<file path="config.mk">
export PLATFORM = sky130hd
export DESIGN_NAME = uart_mmio
export DESIGN_NICKNAME = d
export VERILOG_FILES = /design/src/rtl/uart_mmio.sv
export SDC_FILE = /design/constraint.sdc
export NUM_CORES = 1
export LEC_CHECK = 0
export BUFFER_PORTS_ARGS = -buffer_cell sky130_fd_sc_hd__buf_2
export CAP_MARGIN = 10
export CORE_MARGIN = 3
export CORE_UTILIZATION = 55
export DETAILED_ROUTE_END_ITERATION = 16
export GPL_TIMING_DRIVEN = 0
export PLACE_DENSITY = 0.79
export SYNTH_ARGS = -nofsm -noshare
export SYNTH_HDL_FRONTEND = slang
export SYNTH_SLANG_ARGS = --single-unit
</file>
<file path="constraint.sdc">
create_clock -name clk -period 3 [get_ports clk]
set_input_delay 0.15 -clock clk [delete_from_list [all_inputs] [get_ports clk]]
set_output_delay 0.15 -clock clk [all_outputs]
set_load 0.05 [all_outputs]
</file>
<file path="src/rtl/uart_mmio.sv">
// uart_mmio: memory-mapped 8N1 UART with a small TX FIFO, one-byte RX holding register and IRQ.
// Optional build macro UART_LOOPBACK_EN: receiver fed from the internal transmitter, TX pin held high.
module uart_mmio #(
    parameter int BAUD_DIV = 5208,
    parameter int TX_DEPTH = 4
) (
    input  logic        clk,
    input  logic        reset,
    input  logic        rd,
    input  logic        wr,
    input  logic [31:0] addr,
    input  logic [31:0] wdata,
    output logic [31:0] rdata,
    input  logic        UART_RX,
    output logic        UART_TX,
    output logic        irqout
);
    localparam int PW = $clog2(TX_DEPTH);
    localparam int CW = $clog2(BAUD_DIV);
    localparam logic [CW-1:0] BAUD_LAST = CW'(BAUD_DIV - 1);
    localparam logic [CW-1:0] HALF_LAST = CW'(BAUD_DIV / 2 - 1);
    localparam logic [PW:0]   FIFO_CAP  = (PW + 1)'(TX_DEPTH);

    localparam logic [31:0] ADDR_TXD = 32'h4000_0018;
    localparam logic [31:0] ADDR_RXD = 32'h4000_001C;
    localparam logic [31:0] ADDR_CON = 32'h4000_0020;
    localparam logic [31:0] ADDR_IEN = 32'h4000_0024;

    typedef enum logic [1:0] {TX_IDLE, TX_START, TX_DATA, TX_STOP} tx_state_t;
    typedef enum logic [1:0] {RX_IDLE, RX_START, RX_DATA, RX_STOP} rx_state_t;

    logic sel_txd, sel_rxd, sel_con, sel_ien;
    logic txd_write, rxd_read, con_write, ien_write;

    assign sel_txd   = (addr == ADDR_TXD);
    assign sel_rxd   = (addr == ADDR_RXD);
    assign sel_con   = (addr == ADDR_CON);
    assign sel_ien   = (addr == ADDR_IEN);
    assign txd_write = wr & sel_txd;
    assign rxd_read  = rd & sel_rxd;
    assign con_write = wr & sel_con;
    assign ien_write = wr & sel_ien;

    // ---------------- TX FIFO ----------------
    logic [7:0]  fifo_mem [TX_DEPTH];
    logic [PW-1:0] wr_ptr, rd_ptr;
    logic [PW:0] fifo_count;
    logic        fifo_empty, fifo_full, push, pop;

    tx_state_t   tx_state;
    logic [CW-1:0] tx_baud;
    logic [2:0]  tx_bit;
    logic [7:0]  tx_shift;
    logic        tx_reg;
    logic        tx_baud_done, tx_idle, tx_overflow;

    assign fifo_empty   = (fifo_count == '0);
    assign fifo_full    = (fifo_count == FIFO_CAP);
    assign tx_baud_done = (tx_baud == BAUD_LAST);
    // Full is judged before the edge, so a simultaneous pop never rescues a push.
    assign push    = txd_write & ~fifo_full;
    assign pop     = ~fifo_empty & ((tx_state == TX_IDLE) | ((tx_state == TX_STOP) & tx_baud_done));
    assign tx_idle = fifo_empty & (tx_state == TX_IDLE);

    always_ff @(posedge clk) begin
        if (push) fifo_mem[wr_ptr] <= wdata[7:0];
    end

    always_ff @(posedge clk or negedge reset) begin
        if (!reset) begin
            wr_ptr     <= '0;
            rd_ptr     <= '0;
            fifo_count <= '0;
        end else begin
            if (push) wr_ptr <= wr_ptr + 1'b1;
            if (pop)  rd_ptr <= rd_ptr + 1'b1;
            case ({push, pop})
                2'b10:   fifo_count <= fifo_count + 1'b1;
                2'b01:   fifo_count <= fifo_count - 1'b1;
                default: fifo_count <= fifo_count;
            endcase
        end
    end

    always_ff @(posedge clk or negedge reset) begin
        if (!reset)
            tx_overflow <= 1'b0;
        else if (txd_write && fifo_full)
            tx_overflow <= 1'b1;
        else if (con_write && wdata[5])
            tx_overflow <= 1'b0;
    end

    // ---------------- TX FSM ----------------
    always_ff @(posedge clk or negedge reset) begin
        if (!reset) begin
            tx_state <= TX_IDLE;
            tx_baud  <= '0;
            tx_bit   <= '0;
            tx_shift <= '0;
            tx_reg   <= 1'b1;
        end else begin
            case (tx_state)
                TX_IDLE: begin
                    if (!fifo_empty) begin
                        tx_state <= TX_START;
                        tx_shift <= fifo_mem[rd_ptr];
                        tx_baud  <= '0;
                        tx_reg   <= 1'b0;
                    end
                end
                TX_START: begin
                    if (tx_baud_done) begin
                        tx_state <= TX_DATA;
                        tx_baud  <= '0;
                        tx_bit   <= '0;
                        tx_reg   <= tx_shift[0];
                    end else begin
                        tx_baud <= tx_baud + 1'b1;
                    end
                end
                TX_DATA: begin
                    if (tx_baud_done) begin
                        tx_baud <= '0;
                        if (tx_bit == 3'd7) begin
                            tx_state <= TX_STOP;
                            tx_reg   <= 1'b1;
                        end else begin
                            tx_bit   <= tx_bit + 1'b1;
                            tx_shift <= {1'b0, tx_shift[7:1]};
                            tx_reg   <= tx_shift[1];
                        end
                    end else begin
                        tx_baud <= tx_baud + 1'b1;
                    end
                end
                default: begin
                    if (tx_baud_done) begin
                        tx_baud <= '0;
                        if (!fifo_empty) begin
                            tx_state <= TX_START;
                            tx_shift <= fifo_mem[rd_ptr];
                            tx_reg   <= 1'b0;
                        end else begin
                            tx_state <= TX_IDLE;
                        end
                    end else begin
                        tx_baud <= tx_baud + 1'b1;
                    end
                end
            endcase
        end
    end

    // ---------------- RX path ----------------
    logic rx_src, sync1, sync2, sync3;
    logic unused_bits;

`ifdef UART_LOOPBACK_EN
    assign rx_src      = tx_reg;
    assign UART_TX     = 1'b1;
    assign unused_bits = ^{wdata[31:8], UART_RX};
`else
    assign rx_src      = UART_RX;
    assign UART_TX     = tx_reg;
    assign unused_bits = ^wdata[31:8];
`endif

    // sync3 is the previous synchronized sample, used only for edge detection.
    always_ff @(posedge clk or negedge reset) begin
        if (!reset) begin
            sync1 <= 1'b1;
            sync2 <= 1'b1;
            sync3 <= 1'b1;
        end else begin
            sync1 <= rx_src;
            sync2 <= sync1;
            sync3 <= sync2;
        end
    end

    rx_state_t   rx_state;
    logic [CW-1:0] rx_cnt;
    logic [2:0]  rx_bit;
    logic [7:0]  rx_shift, rx_byte;
    logic        rx_valid, rx_overrun, frame_err;

    always_ff @(posedge clk or negedge reset) begin
        if (!reset) begin
            rx_state   <= RX_IDLE;
            rx_cnt     <= '0;
            rx_bit     <= '0;
            rx_shift   <= '0;
            rx_byte    <= '0;
            rx_valid   <= 1'b0;
            rx_overrun <= 1'b0;
            frame_err  <= 1'b0;
        end else begin
            if (rxd_read)                rx_valid   <= 1'b0;
            if (con_write && wdata[3])   rx_overrun <= 1'b0;
            if (con_write && wdata[4])   frame_err  <= 1'b0;
            case (rx_state)
                RX_IDLE: begin
                    if (sync3 && !sync2) begin
                        rx_state <= RX_START;
                        rx_cnt   <= '0;
                    end
                end
                RX_START: begin
                    if (rx_cnt == HALF_LAST) begin
                        rx_cnt   <= '0;
                        rx_bit   <= '0;
                        rx_state <= sync2 ? RX_IDLE : RX_DATA;
                    end else begin
                        rx_cnt <= rx_cnt + 1'b1;
                    end
                end
                RX_DATA: begin
                    if (rx_cnt == BAUD_LAST) begin
                        rx_cnt   <= '0;
                        rx_shift <= {sync2, rx_shift[7:1]};
                        if (rx_bit == 3'd7) rx_state <= RX_STOP;
                        else                rx_bit   <= rx_bit + 1'b1;
                    end else begin
                        rx_cnt <= rx_cnt + 1'b1;
                    end
                end
                default: begin
                    if (rx_cnt == BAUD_LAST) begin
                        rx_cnt   <= '0;
                        rx_state <= RX_IDLE;
                        if (sync2) begin
                            rx_byte  <= rx_shift;
                            rx_valid <= 1'b1;
                            // A read landing on the completion edge consumes the old byte.
                            if (rx_valid && !rxd_read) rx_overrun <= 1'b1;
                        end else begin
                            frame_err <= 1'b1;
                        end
                    end else begin
                        rx_cnt <= rx_cnt + 1'b1;
                    end
                end
            endcase
        end
    end

    // ---------------- IEN / IRQ ----------------
    logic [1:0] ien;
    logic       irq_reg;

    always_ff @(posedge clk or negedge reset) begin
        if (!reset) begin
            ien     <= 2'b00;
            irq_reg <= 1'b0;
        end else begin
            if (ien_write) ien <= wdata[1:0];
            irq_reg <= (ien[0] & rx_valid) | (ien[1] & tx_idle);
        end
    end

    assign irqout = irq_reg;

    always_comb begin
        rdata = 32'd0;
        if (rd) begin
            if (sel_rxd)
                rdata = {24'd0, rx_byte};
            else if (sel_con)
                rdata = {26'd0, tx_overflow, frame_err, rx_overrun, fifo_full, tx_idle, rx_valid};
            else if (sel_ien)
                rdata = {30'd0, ien};
        end
    end
endmodule

</file>
# After elaboration in Yosys (flattened, before gate mapping)
# Memory sizes are Yosys's and may differ from the RTL's.
# Index checks and enable logic that the tools add are counted.
dict set report word_totals {
  ramBits 32
  in_bits 69
  elab_cells 162
  ff_bits 78
  memories 1
  out_inout_bits 34
}
dict set report op_classes {
  n_addsub 8
  eq_ne 27
  n_reduce_logical 26
  bitwise_logic 16
  n_mux 62
}
# name words width rd rd_ports_with_merged_regs write_ports line
set memory_table {}
lappend memory_table {fifo_mem 4 8 1 0 1 45} ;# logic [7:0] fifo_mem [TX_DEPTH];
# cell count
set ops {}
lappend ops {{32-bit by 31-bit == test with 1-bit output (second input constant)} 4}
lappend ops {{13-bit 2-to-1 mux} 6}
lappend ops {{8-bit 2-to-1 mux} 6}
lappend ops {{13-bit by 1-bit adder with 13-bit output (second input constant)} 2}
lappend ops {{13-bit == test (second input constant)} 2}
lappend ops {{13-bit case mux with 2 select lines} 1}
lappend ops {{2-bit 2-to-1 mux} 12}
lappend ops {{8-bit case mux with 3 select lines} 1}
lappend ops {{1-bit 2-to-1 mux} 23}
lappend ops {{2-bit inequality test (second input constant)} 10}
lappend ops {{3-bit 2-to-1 mux} 6}
lappend ops {{3-bit case mux with 2 select lines} 3}
lappend ops {{13-bit by 12-bit == test with 1-bit output (second input constant)} 1}
lappend ops {{2-bit case mux with 3 select lines} 2}
lappend ops {{4-bit AND reduction} 3}
lappend ops {{1-bit bitwise AND} 10}
lappend ops {{5-bit AND reduction} 2}
lappend ops {{2-bit nonzero test} 5}
lappend ops {{3-bit by 1-bit adder with 3-bit output (second input constant)} 3}
lappend ops {{3-bit == test (second input constant)} 3}
lappend ops {{2-bit == test (second input constant)} 4}
lappend ops {{2-bit by 1-bit == test with 1-bit output (second input constant)} 3}
lappend ops {{1-bit logical AND} 6}
lappend ops {{6-bit 2-to-1 mux} 1}
lappend ops {{12 further kinds} 20}

# Depth between registers and ports, before layout
dict set report depth {
  word_depth 8
  mapped_depth 12
  mapped_depth_nobuf 11
}

# Least setup slack after synthesis
# Ideal clock, no wire load.
dict set report synth_timing {
  path_type {register to register}
  start {reg tx_baud[9]}
  end {reg fifo_count[2]}
  t_arrival_ns 2.516
  path_buffers 0
  synth_period_minus_slack_ns 2.595
  t_required_ns 2.921
  stages_incl_launch_ff 10
  setup_ns 0.079
  path_slack_ns 0.405
  cell_sequence {dfrtp_1 -> or4b_4 -> or2_2 -> a21oi_1 -> ha_1 -> inv_1 -> fa_1 -> xor2_1 -> nor2_1 -> xor2_1}
}
dict set report synth_between {
  elab_chain_cells 6
  elab_cells_between_ends 8
  cone_classes {eq/ne (3); mux (1); bitwise (3); reduce/logical (1)}
}
# element line
set synth_rtl {}
lappend synth_rtl {{from (decl)} 51} ;# logic [CW-1:0] tx_baud;
lappend synth_rtl {{from (signal assigned)} 119} ;# tx_baud <= tx_baud + 1'b1;
lappend synth_rtl {{from (signal assigned)} 134} ;# tx_baud <= tx_baud + 1'b1;
lappend synth_rtl {{from (signal assigned)} 148} ;# tx_baud <= tx_baud + 1'b1;
lappend synth_rtl {{13-bit == test *} 59} ;# assign tx_baud_done = (tx_baud == BAUD_LAST);
lappend synth_rtl {{1-bit bitwise AND *} 62} ;# assign pop = ~fifo_empty & ((tx_state == TX_IDLE) | ((tx_state == TX_STOP) & tx_baud_done));
lappend synth_rtl {{1-bit bitwise OR *} 62}
lappend synth_rtl {{1-bit bitwise AND *} 62}
lappend synth_rtl {{net pop} 48} ;# logic fifo_empty, fifo_full, push, pop;
lappend synth_rtl {{2-bit by 1-bit == test with 1-bit output or 2-bit == test (tied branches)} 77} ;# case ({push, pop})
lappend synth_rtl {{3-bit case mux with 2 select lines or 2-bit nonzero test (tied branches)} --}
lappend synth_rtl {{to (signal assigned)} 78} ;# 2'b10: fifo_count <= fifo_count + 1'b1;
lappend synth_rtl {{to (signal assigned)} 79} ;# 2'b01: fifo_count <= fifo_count - 1'b1;
lappend synth_rtl {{to (signal assigned)} 80} ;# default: fifo_count <= fifo_count;
lappend synth_rtl {{to (decl)} 47} ;# logic [PW:0] fifo_count;
# Mark *: on every way through the listed nets, which the timed path passes. The rest lies on a longest branch.
# A chain may end at the register's enable or synchronous reset.

# Worst setup path after layout
# Ends and elaborated chain as after synthesis.

==> impl_metrics.toml <==
[job]
cap_violations = 0

[grt]
grt_max_degree = 74
grt_pass1_vias = 3886
grt_antenna_before_repair = 0
grt_pass1_wl_um = 18460
overflow = 0
grt_use_total = 0.2038

[clocking]
clock_path_buffers = 2
cts_num_sinks = 110
clk-insertion-delay-late_ns = 0.38
h-tree-depth = 3
cts_root_buffer = "clkbuf_8"
post-cts-setup-buffer-count = 0
cts_buffers = 9
cts_tree = "yes"
path_clk_slew_ns = 0.10

[sta]
relSlewSlack = 0.4696
post-route-period-util = 0.9412
fin_skew_ns = 0.009900
drv_slew = 0
setup_tns_ns = 0
fmax_ghz = 0.3541
fin_ws_ns = 0.1763
rsz0062_at_grt = "false"
worstMarginPinSlew_ns = 0.7957
hold_viol = 0
setup_violations = 0
min_period_ns = 2.824

[finish]
mostFrequentLayoutCell = "dfrtp_1"
nets = 659
drive_gt1_frac = 0.2539
area_growth_pct = 15.00
fillers = 695
final_cell_mix = "74 x dfrtp_1, 53 x nand2_1, 52 x buf_2"
diodes = 0

[floorplanning]
die_w_um = 106.2
initial_core_util = 0.5809
ios = 103
die_y_um = 106.2
core_mm2 = 0.009503
dieArea_mm2 = 0.01128
std_cell_rows = 35

[route]
vias = 3799
firstDrtPassIters = 5
drtIter0Drc = 160
wl_per_cell_um = 15.24
finalWirelength_um = 10790
viasPerCell = 5.366
drcViolationCount = 0
drtAntennaViolNets = 0

[worst_setup_path]
critPathMostFrequentCell = "xor2_1"
crit_path_cell_trace = "or4b_4 > or2_2 > a21oi_2 > ha_1 > inv_1 > fa_1 > xor2_1 > nor2_1 > xor2_1"
critPathLaunchType = "flip-flop"
criticalPathCategory = "flip-flop to flip-flop"
cp_max_fo = 7
arrival_ns = 3.12
crit_slowest_cell = "or4b_4"
worst_ep_required_time_ns = 3.30
critical_path.max_stage_delay_ns = 0.58
endpoint_kind = "flip-flop"

[logic_synthesis]
async_flop_share = 0.7091
syn_inst = 478
avgSynthCellArea_um2 = 11.55
ys_types = 61
synth_edf_count = 32
synth_seq_cells = 110
synth-seq-area-share = 0.5286
ys.warnings.count = 0
synth_ff_type = "dfrtp_1"
synth_area_mm2 = 0.005520

[power_and_ir_drop]
powerDensity_mw_per_mm2 = 448.6
leakage_uw = 0.002830
peakVddDrop_mv = 0.3194

[worst_hold_path]
hold_path_class = "primary input to flip-flop"

[place]
port_buffers = 53
hpwl_um = 7905
globalplace.congestion = 0.8583
dpl_worst_slack_ns = 0.07285

[status]
outcome = "complete, no violations"
==> per-stage QoR <==
| step | total power (uW) | instances | util | instance area, um2 | hold WS (ns) |
|---|---|---|---|---|---|
| floorplan | 1891 | 501 | - | 5607 | -0.1456 |
| global placement | 1972 | 683 | 0.6349 | 6033 | 0.2568 |
| detailed placement | 1991 | 684 | 0.6381 | 6063 | -0.02511 |
| CTS | 2873 | 708 | 0.6670 | 6339 | 0.007434 |
| global route | 2974 | 708 | 0.6681 | 6349 | 0.01666 |
| finish | 2848 | 708 | 0.6681 | 6349 | 0.02219 |
==> area by class of cell <==
class	instances	area, um2	share of cell area
clock buffers	9	123.9	0.01951
flip-flops and latches	110	2918	0.4596
plain buffers	39	245.2	0.03863
clock inverters	7	71.32	0.01123
repair buffers	62	375.4	0.05912
multi-input cells	335	2390	0.3764
well taps	129	161.4	0.02542
inverters	17	63.81	0.01005
==> state kept, by name (all words and copies together), names as in the netlist, 2 cells and up <==
name / flops
fifo_count: 3
fifo_mem: 32
ien: 2
rd_ptr: 2
rx_bit: 3
rx_byte: 8
rx_cnt: 13
rx_shift: 8
rx_state: 2
tx_baud: 13
tx_bit: 3
tx_shift: 8
tx_state: 2
wr_ptr: 2
==> per-layer routing <==
layer | global-route usage | part of all wire | up-vias
met2 | 0.3480 | 0.51 | 84
met4 | 0.07216 | 0.018 | 0
met3 | 0.04554 | 0.039 | 19
met1 | 0.2554 | 0.43 | 1838
met5 | 0 | 0 | -
li1 | - | - | 1858
==> cells in the mapped netlist, drive strengths merged (4+ instances only) <==
| library cell | n | share of area |
|---|---|---|
| a21oi | 12 | 0.013 |
| a22o | 5 | 0.0079 |
| a22oi | 5 | 0.0068 |
| a31oi | 10 | 0.011 |
| and2 | 10 | 0.011 |
| and3 | 7 | 0.0079 |
| buf | 25 | 0.035 |
| clkbuf | 14 | 0.0095 |
| dfrtp | 74 | 0.34 |
| dfstp | 4 | 0.019 |
| edfxtp | 32 | 0.17 |
| ha | 15 | 0.034 |
| inv | 16 | 0.011 |
| mux2 | 29 | 0.064 |
| mux2i | 5 | 0.0091 |
| mux4 | 8 | 0.033 |
| nand2 | 53 | 0.036 |
| nand3 | 16 | 0.015 |
| nand4 | 5 | 0.0057 |
| nor2 | 32 | 0.022 |
| nor2b | 5 | 0.0057 |
| nor3 | 6 | 0.0054 |
| nor3b | 5 | 0.0077 |
| nor4 | 4 | 0.0045 |
| o21ai | 18 | 0.016 |
| xnor2 | 9 | 0.014 |
| xor2 | 10 | 0.016 |
==> kinds of logic after synthesis <==
group | synth area share
other | 0.0006793
AND/OR/NAND/NOR | 0.1605
XOR/XNOR | 0.03015
AO/OA/AOI/OAI | 0.08114
flip-flops | 0.5286
buffers and inverters | 0.05576
adder cells (fa/ha/maj) | 0.03762
multiplexers | 0.1056
==> worst paths after layout <==
check	startpoint	to	slack, ns	depth (start not counted)
max	tx_baud[9]$_DFFE_PN0P_	fifo_count[2]$_DFFE_PN0P_	0.18	9
min	wdata[0]	fifo_mem[2][0]$_DFFE_PP_	0.02	1
max reg2reg	tx_baud[9]$_DFFE_PN0P_	fifo_count[2]$_DFFE_PN0P_	0.18	9
min reg2reg	sync1$_DFF_PN1_	sync2$_DFF_PN1_	0.35	0
max in group asynchronous	reset	sync1$_DFF_PN1_	2.26	3
min in group asynchronous	reset	tx_shift[4]$_DFFE_PN0P_	0.13	2
==> power by group <==
part | switching (uW) | internal (uW)
Clock | 490 | 388
Sequential | 54.2 | 1590
Combinational | 196 | 129
==> what timing repair did <==
action / CTS / global route
resized for setup: 0 / 4
setup endpoints to repair: 0 / 2
endpoints found under the hold margin: 99 / 0
hold buffers: 8 / 0
==> critical path: cells and delay by family, from the launching register on <==
| kind | cells | cell delay, ns |
|---|---|---|
| simple gates | 3 | 1.05 |
| fa+ha+maj | 2 | 0.60 |
| flops | 1 | 0.47 |
| xor+xnor | 2 | 0.34 |
| compound gates | 1 | 0.23 |
| buf+inv | 1 | 0.06 |
Power figures use the tool's default switching activity.
